--- config.mk ---
export PLATFORM = sky130hd
export DESIGN_NAME = mcse_frame_serializer
export DESIGN_NICKNAME = d
export VERILOG_FILES = /design/src/rtl/mcse_pkg.sv /design/src/rtl/mcse_frame_shifter.sv /design/src/rtl/mcse_frame_serializer.sv
export SDC_FILE = /design/constraint.sdc
export NUM_CORES = 2
export LEC_CHECK = 0
export CAP_MARGIN = 20
export CORE_ASPECT_RATIO = 1.4
export CORE_MARGIN = 10
export CORE_UTILIZATION = 45
export DETAILED_ROUTE_END_ITERATION = 12
export MAX_ROUTING_LAYER = met4
export PLACE_DENSITY = 0.78
export SETUP_SLACK_MARGIN = 0.4
export SLEW_MARGIN = 20
export SYNTH_ARGS = -nofsm -noshare
export SYNTH_HDL_FRONTEND = slang
export SYNTH_SLANG_ARGS = --single-unit
--- constraint.sdc ---
create_clock -name clk -period 2.48 [get_ports clk]
set_input_delay 0.248 -clock clk [delete_from_list [all_inputs] [get_ports clk]]
set_output_delay 0.248 -clock clk [all_outputs]
set_load 0.01 [all_outputs]
--- src/rtl/mcse_pkg.sv ---
// Shared constants and types for the MTD3L host-side frame feeder.
// Stats counters exist only when MCSE_FEEDER_STATS_EN is defined.
package mcse_pkg;

  localparam int FRAME_W_DEF = 612;
  localparam int CNT_W_DEF   = 10;
  localparam int STATS_W     = 16;

  typedef enum logic [0:0] {
    ST_IDLE  = 1'b0,
    ST_SHIFT = 1'b1
  } feeder_state_t;

  function automatic logic [STATS_W-1:0] sat_inc(
    input logic [STATS_W-1:0] v
  );
    return (&v) ? v : v + STATS_W'(1);
  endfunction

endpackage

--- src/rtl/mcse_frame_shifter.sv ---
// LSB-first frame shifter: holds the frame being sent and its bit count.
// Load has priority over the end-of-frame strobe so frames can run back-to-back.
module mcse_frame_shifter
  import mcse_pkg::*;
#(
  parameter int FRAME_W = FRAME_W_DEF,
  parameter int CNT_W   = CNT_W_DEF
) (
  input  logic               clk,
  input  logic               i_rst_n,
  input  logic               i_load,
  input  logic [FRAME_W-1:0] i_load_data,
  input  logic               i_active,
  input  logic               i_data_req,
  output logic               o_data_in,
  output logic               o_data_in_valid,
  output logic               o_word_en,
  output logic               o_done
);

  logic [FRAME_W-1:0] r_shreg;
  logic [CNT_W-1:0]   r_cnt;
  logic               w_xfer;
  logic               w_last;

  assign w_xfer = i_active && i_data_req;
  assign w_last = (r_cnt == CNT_W'(FRAME_W - 1));

  assign o_data_in       = r_shreg[0];
  assign o_data_in_valid = w_xfer;
  assign o_word_en       = w_xfer && w_last;
  assign o_done          = w_xfer && w_last;

  always_ff @(posedge clk) begin
    if (!i_rst_n) begin
      r_shreg <= '0;
      r_cnt   <= '0;
    end else if (i_load) begin
      r_shreg <= i_load_data;
      r_cnt   <= '0;
    end else if (w_xfer) begin
      r_shreg <= r_shreg >> 1;
      r_cnt   <= w_last ? '0 : r_cnt + CNT_W'(1);
    end
  end

endmodule

--- src/rtl/mcse_frame_serializer.sv ---
// Double-buffered parallel-to-serial feeder for the MTD3L s2p input wrapper.
// Define MCSE_FEEDER_STATS_EN to add frames_sent / stall_cycles outputs.
module mcse_frame_serializer
  import mcse_pkg::*;
#(
  parameter int FRAME_W = FRAME_W_DEF,
  parameter int CNT_W   = CNT_W_DEF
) (
  input  logic               clk,
  input  logic               reset,
  input  logic [FRAME_W-1:0] frame_in,
  input  logic               frame_valid,
  output logic               frame_ready,
  input  logic               data_req,
  output logic               data_in,
  output logic               data_in_valid,
  output logic               word_en,
`ifdef MCSE_FEEDER_STATS_EN
  output logic [STATS_W-1:0] frames_sent,
  output logic [STATS_W-1:0] stall_cycles,
`endif
  output logic               busy
);

  feeder_state_t      r_state;
  logic [FRAME_W-1:0] r_hold;
  logic               r_hold_full;
  logic               w_accept;
  logic               w_load;
  logic               w_done;
  logic               w_shift;

  assign w_shift  = (r_state == ST_SHIFT);
  assign w_accept = frame_valid && !r_hold_full;
  // Refill at end of frame keeps the serial stream gap-free.
  assign w_load   = r_hold_full && (!w_shift || w_done);

  assign frame_ready = !r_hold_full;
  assign busy        = w_shift || r_hold_full;

  always_ff @(posedge clk) begin
    if (!reset) begin
      r_state     <= ST_IDLE;
      r_hold      <= '0;
      r_hold_full <= 1'b0;
    end else begin
      if (w_accept) begin
        r_hold      <= frame_in;
        r_hold_full <= 1'b1;
      end else if (w_load) begin
        r_hold_full <= 1'b0;
      end
      case (r_state)
        ST_IDLE:  if (r_hold_full) r_state <= ST_SHIFT;
        ST_SHIFT: if (w_done && !r_hold_full) r_state <= ST_IDLE;
        default:  r_state <= ST_IDLE;
      endcase
    end
  end

  mcse_frame_shifter #(
    .FRAME_W (FRAME_W),
    .CNT_W   (CNT_W)
  ) u_shifter (
    .clk             (clk),
    .i_rst_n         (reset),
    .i_load          (w_load),
    .i_load_data     (r_hold),
    .i_active        (w_shift),
    .i_data_req      (data_req),
    .o_data_in       (data_in),
    .o_data_in_valid (data_in_valid),
    .o_word_en       (word_en),
    .o_done          (w_done)
  );

`ifdef MCSE_FEEDER_STATS_EN
  always_ff @(posedge clk) begin
    if (!reset) begin
      frames_sent  <= '0;
      stall_cycles <= '0;
    end else begin
      if (word_en)
        frames_sent <= sat_inc(frames_sent);
      if (w_shift && !data_req)
        stall_cycles <= sat_inc(stall_cycles);
    end
  end
`endif

endmodule
==> impl_metrics.json <==
{
  "status": "completed",
  "rrSetupSlack_ps": 80,
  "power_density_nw_per_um2": 740,
  "dr.pass1.iters": 6,
  "crit_required_ps": 3060,
  "cp_data_arrival_time_ps": 2990,
  "grt_pass1_wl_um": 221000,
  "cts.sinks": 1236,
  "cpPeakStageDelay_ps": 390,
  "die_x_um": 293,
  "synth_nets": 6055,
  "syn_to_final_growth_pct": 41.7,
  "h-tree-depth": 3,
  "fin_crit_sh": 0.968,
  "p_int_mw": 36.0,
  "final_layout_size_suffix_gt1_frac": 0.158,
  "start_kind": "flop",
  "clk_latency_ps": 700,
  "crit_fanout": 7,
  "crit_type": "reg2reg",
  "grt_pass1_vias": 40500,
  "antenna_left": 0,
  "min_from": "frame_in[260]",
  "hold_path_end": "r_hold[260]$_SDFFE_PN0P_",
  "irDropWorstVdd_uv": 593,
  "cts_tree": "yes",
  "gp_congestion": 0.861,
  "switching_share": 0.268,
  "total_power_mw": 49.2,
  "rsz0062_at_grt": "true",
  "r2r_end": "u_shifter.r_shreg[79]$_SDFFE_PN0P_",
  "io_pins": 621,
  "setup_violations": 0,
  "rows": 140,
  "max_cap_viol_count": 0,
  "pwr-share-clk": 0.370,
  "final_hold_viol_count": 0,
  "seq_power_share": 0.465,
  "grt_start_max_net_pins": 134,
  "final.fill_count": 7586,
  "syn_area_um2": 46900,
  "grt_use_total": 0.237,
  "cp-end-kind": "flop",
  "skew_ps": 40.4,
  "fin_tns_setup_ps": 0,
  "post_drt_wl_per_cell_um": 21.3,
  "dpl.hpwl_um": 87200,
  "ff2ff_path_depth": 11,
  "seq_area_frac_synth": 0.527,
  "overflow": 0,
  "fp.dieH_um": 402,
  "clk_pin_slew_ps": 70,
  "grt_antenna_before_repair": 4,
  "power_leakage_nw": 24.1,
  "rr_startpoint": "u_shifter.r_cnt[2]$_SDFFE_PP0N_",
  "fp.dieArea_um2": 118000,
  "port_buffers": 620,
  "start_util": 0.452,
  "drc": 0,
  "ys_ff_latch": 1236,
  "setup_ws_ps": 79.7,
  "yosysWarnings": 0,
  "cts.path.max_buffers": 3,
  "drt-initial-drc-count": 4016,
  "crit_top_cell": "buf_12",
  "slew_headroom": 0.356,
  "min_path_cells": 3,
  "min_path_type": "in2reg",
  "switchingPower_mw": 13.2,
  "cts_inserted_buffers": 112,
  "slew_viol_final": 0,
  "dp_slack_ps": 176,
  "cp_slowest_cell": "or3_4",
  "synth.avg_cell_area_um2": 8.63,
  "fmax_ghz": 0.417,
  "finalCriticalPeriod_ps": 2400,
  "coreArea_um2": 104000,
  "root_buffer": "clkbuf_16",
  "worst_pin_slew_ps": 967,
  "combPwrFrac": 0.165,
  "syn_inst": 5438,
  "finalWirelength_um": 160000,
  "avgViaCountPerCell": 5.73,
  "synth_cell_types": 29,
  "nets": 6692,
  "cp_cell_sequence": "or3_4 > buf_6 > o41ai_2 > buf_4 > and2_4 > buf_6 > buf_12 > buf_12 > buf_12 > buf_16 > a21oi_1",
  "vias": 43100
}
[layer usage]
metal / GRT usage / up-vias / wire, um
li1: - / 20000 / -
met1: 0.272 / 20600 / 60500
met2: 0.400 / 2035 / 80300
met3: 0.0345 / 534 / 9820
met4: 0.118 / 0 / 9760
met5: - / - / 0
[worst max-delay path by stage]
stage,to,cells after the start,start,slack (ps)
2_1_floorplan,u_shifter.r_shreg[521]$_SDFFE_PN0P_,8,u_shifter.r_cnt[0]$_SDFFE_PP0N_,480
3_3_place_gp,u_shifter.r_shreg[284]$_SDFFE_PN0P_,8,data_req,170
3_5_place_dp,u_shifter.r_shreg[288]$_SDFFE_PN0P_,8,data_req,180
4_1_cts,word_en,4,u_shifter.r_cnt[3]$_SDFFE_PP0N_,90
5_1_grt,u_shifter.r_shreg[360]$_SDFFE_PN0P_,11,u_shifter.r_cnt[2]$_SDFFE_PP0N_,40
6_report,u_shifter.r_shreg[79]$_SDFFE_PN0P_,11,u_shifter.r_cnt[2]$_SDFFE_PP0N_,80
[final cells by class]
class                   instances  area [um^2]  area share
flip-flops and latches       1236        24800       0.372
multi-input cells            3113        20400       0.306
repair buffers                998        13500       0.203
clock buffers                 163         3310      0.0497
inverters                     614         2310      0.0347
well taps                    1349         1690      0.0254
clock inverters                45          601     0.00903
diodes                          3         7.51    0.000113
[flip-flops by register name (all words and copies together), names as in the netlist]
register / cells
u_shifter.r_shreg: 612
r_state: 1
r_hold: 612
r_hold_full: 1
u_shifter.r_cnt: 10
[critical path, delay by kind of cell (launching register included)]
kind | cells | cell delay, ps
AOI/OAI and AO/OA | 2 | 400
buffers and inverters | 7 | 940
DFF | 1 | 330
and+or+nand+nor | 2 | 590
[repair_timing]
action                                  CTS  global route
cloned                                   64            79
endpoints found under the hold margin    27             0
hold buffers                              1             0
endpoints found under the setup margin  600           625
pin swaps                                 5           145
buffers inserted                         53            49
gates resized for setup                 132           507
[power groups by stage]
stage,Clock [mW],Combinational (mW),Sequential (mW)
2_1_floorplan,0,3.40,22.7
3_3_place_gp,0,5.53,22.9
3_5_place_dp,0,5.68,23.0
4_1_cts,18.4,6.61,22.6
5_1_grt,19.2,8.72,23.0
6_report,18.2,8.13,22.9
[cells by family after synthesis]
logic type      count (synthesis)  synth area share
compound gates               1841             0.278
buf+inv                      1089            0.0904
fa+ha+maj                       1          0.000267
xor+xnor                        9           0.00168
simple gates                 1262             0.102
flops                        1236             0.527
[cells in the final DEF (no fill, tap or decap), types with 3 or more instances in the layout]
master | synthesis | routed
buf_8 | 0 | 24
a21oi_4 | 0 | 13
bufbuf_16 | 0 | 4
a21boi_0 | 613 | 613
clkbuf_8 | 0 | 29
o221ai_1 | 611 | 402
clkbuf_16 | 0 | 177
clkinv_2 | 0 | 20
clkinv_16 | 0 | 3
clkbuf_1 | 346 | 21
o221ai_4 | 0 | 23
diode_2 | 0 | 3
nand2_1 | 1232 | 1229
inv_1 | 614 | 613
buf_12 | 0 | 99
a21oi_1 | 611 | 434
buf_4 | 0 | 74
and3_1 | 3 | 3
nand3_1 | 4 | 4
buf_16 | 0 | 84
o221ai_2 | 0 | 186
nor2_1 | 10 | 9
dfxtp_2 | 0 | 8
buf_6 | 0 | 30
a21oi_2 | 0 | 164
clkinvlp_4 | 0 | 5
xor2_1 | 8 | 8
bufinv_16 | 0 | 10
dfxtp_1 | 1236 | 1228
inv_6 | 0 | 4
clkdlybuf4s50_1 | 0 | 616
[per-stage QoR]
stage          utilization  cells  hold slack (ps)  instance area, um^2
6_report             0.640   7521             82.7                66500
5_1_grt              0.640   7521             73.7                66500
4_1_cts              0.594   7390             28.9                61700
3_5_place_dp         0.527   7064              434                54700
3_3_place_gp         0.527   7064              427                54700
2_1_floorplan            -   5438              386                46900
[cell usage after synthesis (all sizes together)]
cell / instances / share of area
dfxtp: 1236 / 0.53
nand2: 1232 / 0.099
inv: 614 / 0.049
a21boi: 613 / 0.098
a21oi: 611 / 0.065
o221ai: 611 / 0.11
clkbuf: 346 / 0.028
buf: 129 / 0.014
nor2: 10 / 0.00080
xor2: 8 / 0.0015
nand3: 4 / 0.00043
and3: 3 / 0.00040
and2: 2 / 0.00027
and4: 2 / 0.00037
nand2b: 2 / 0.00027
nand4: 2 / 0.00027
o41ai: 2 / 0.00053
or3: 2 / 0.00027
a22o: 1 / 0.00019
ha: 1 / 0.00027
nand4b: 1 / 0.00019
nor2b: 1 / 0.00013
o211a: 1 / 0.00021
o211ai: 1 / 0.00016
o22ai: 1 / 0.00013
or2: 1 / 0.00013
xnor2: 1 / 0.00019
(Power assumes the default switching activity.)
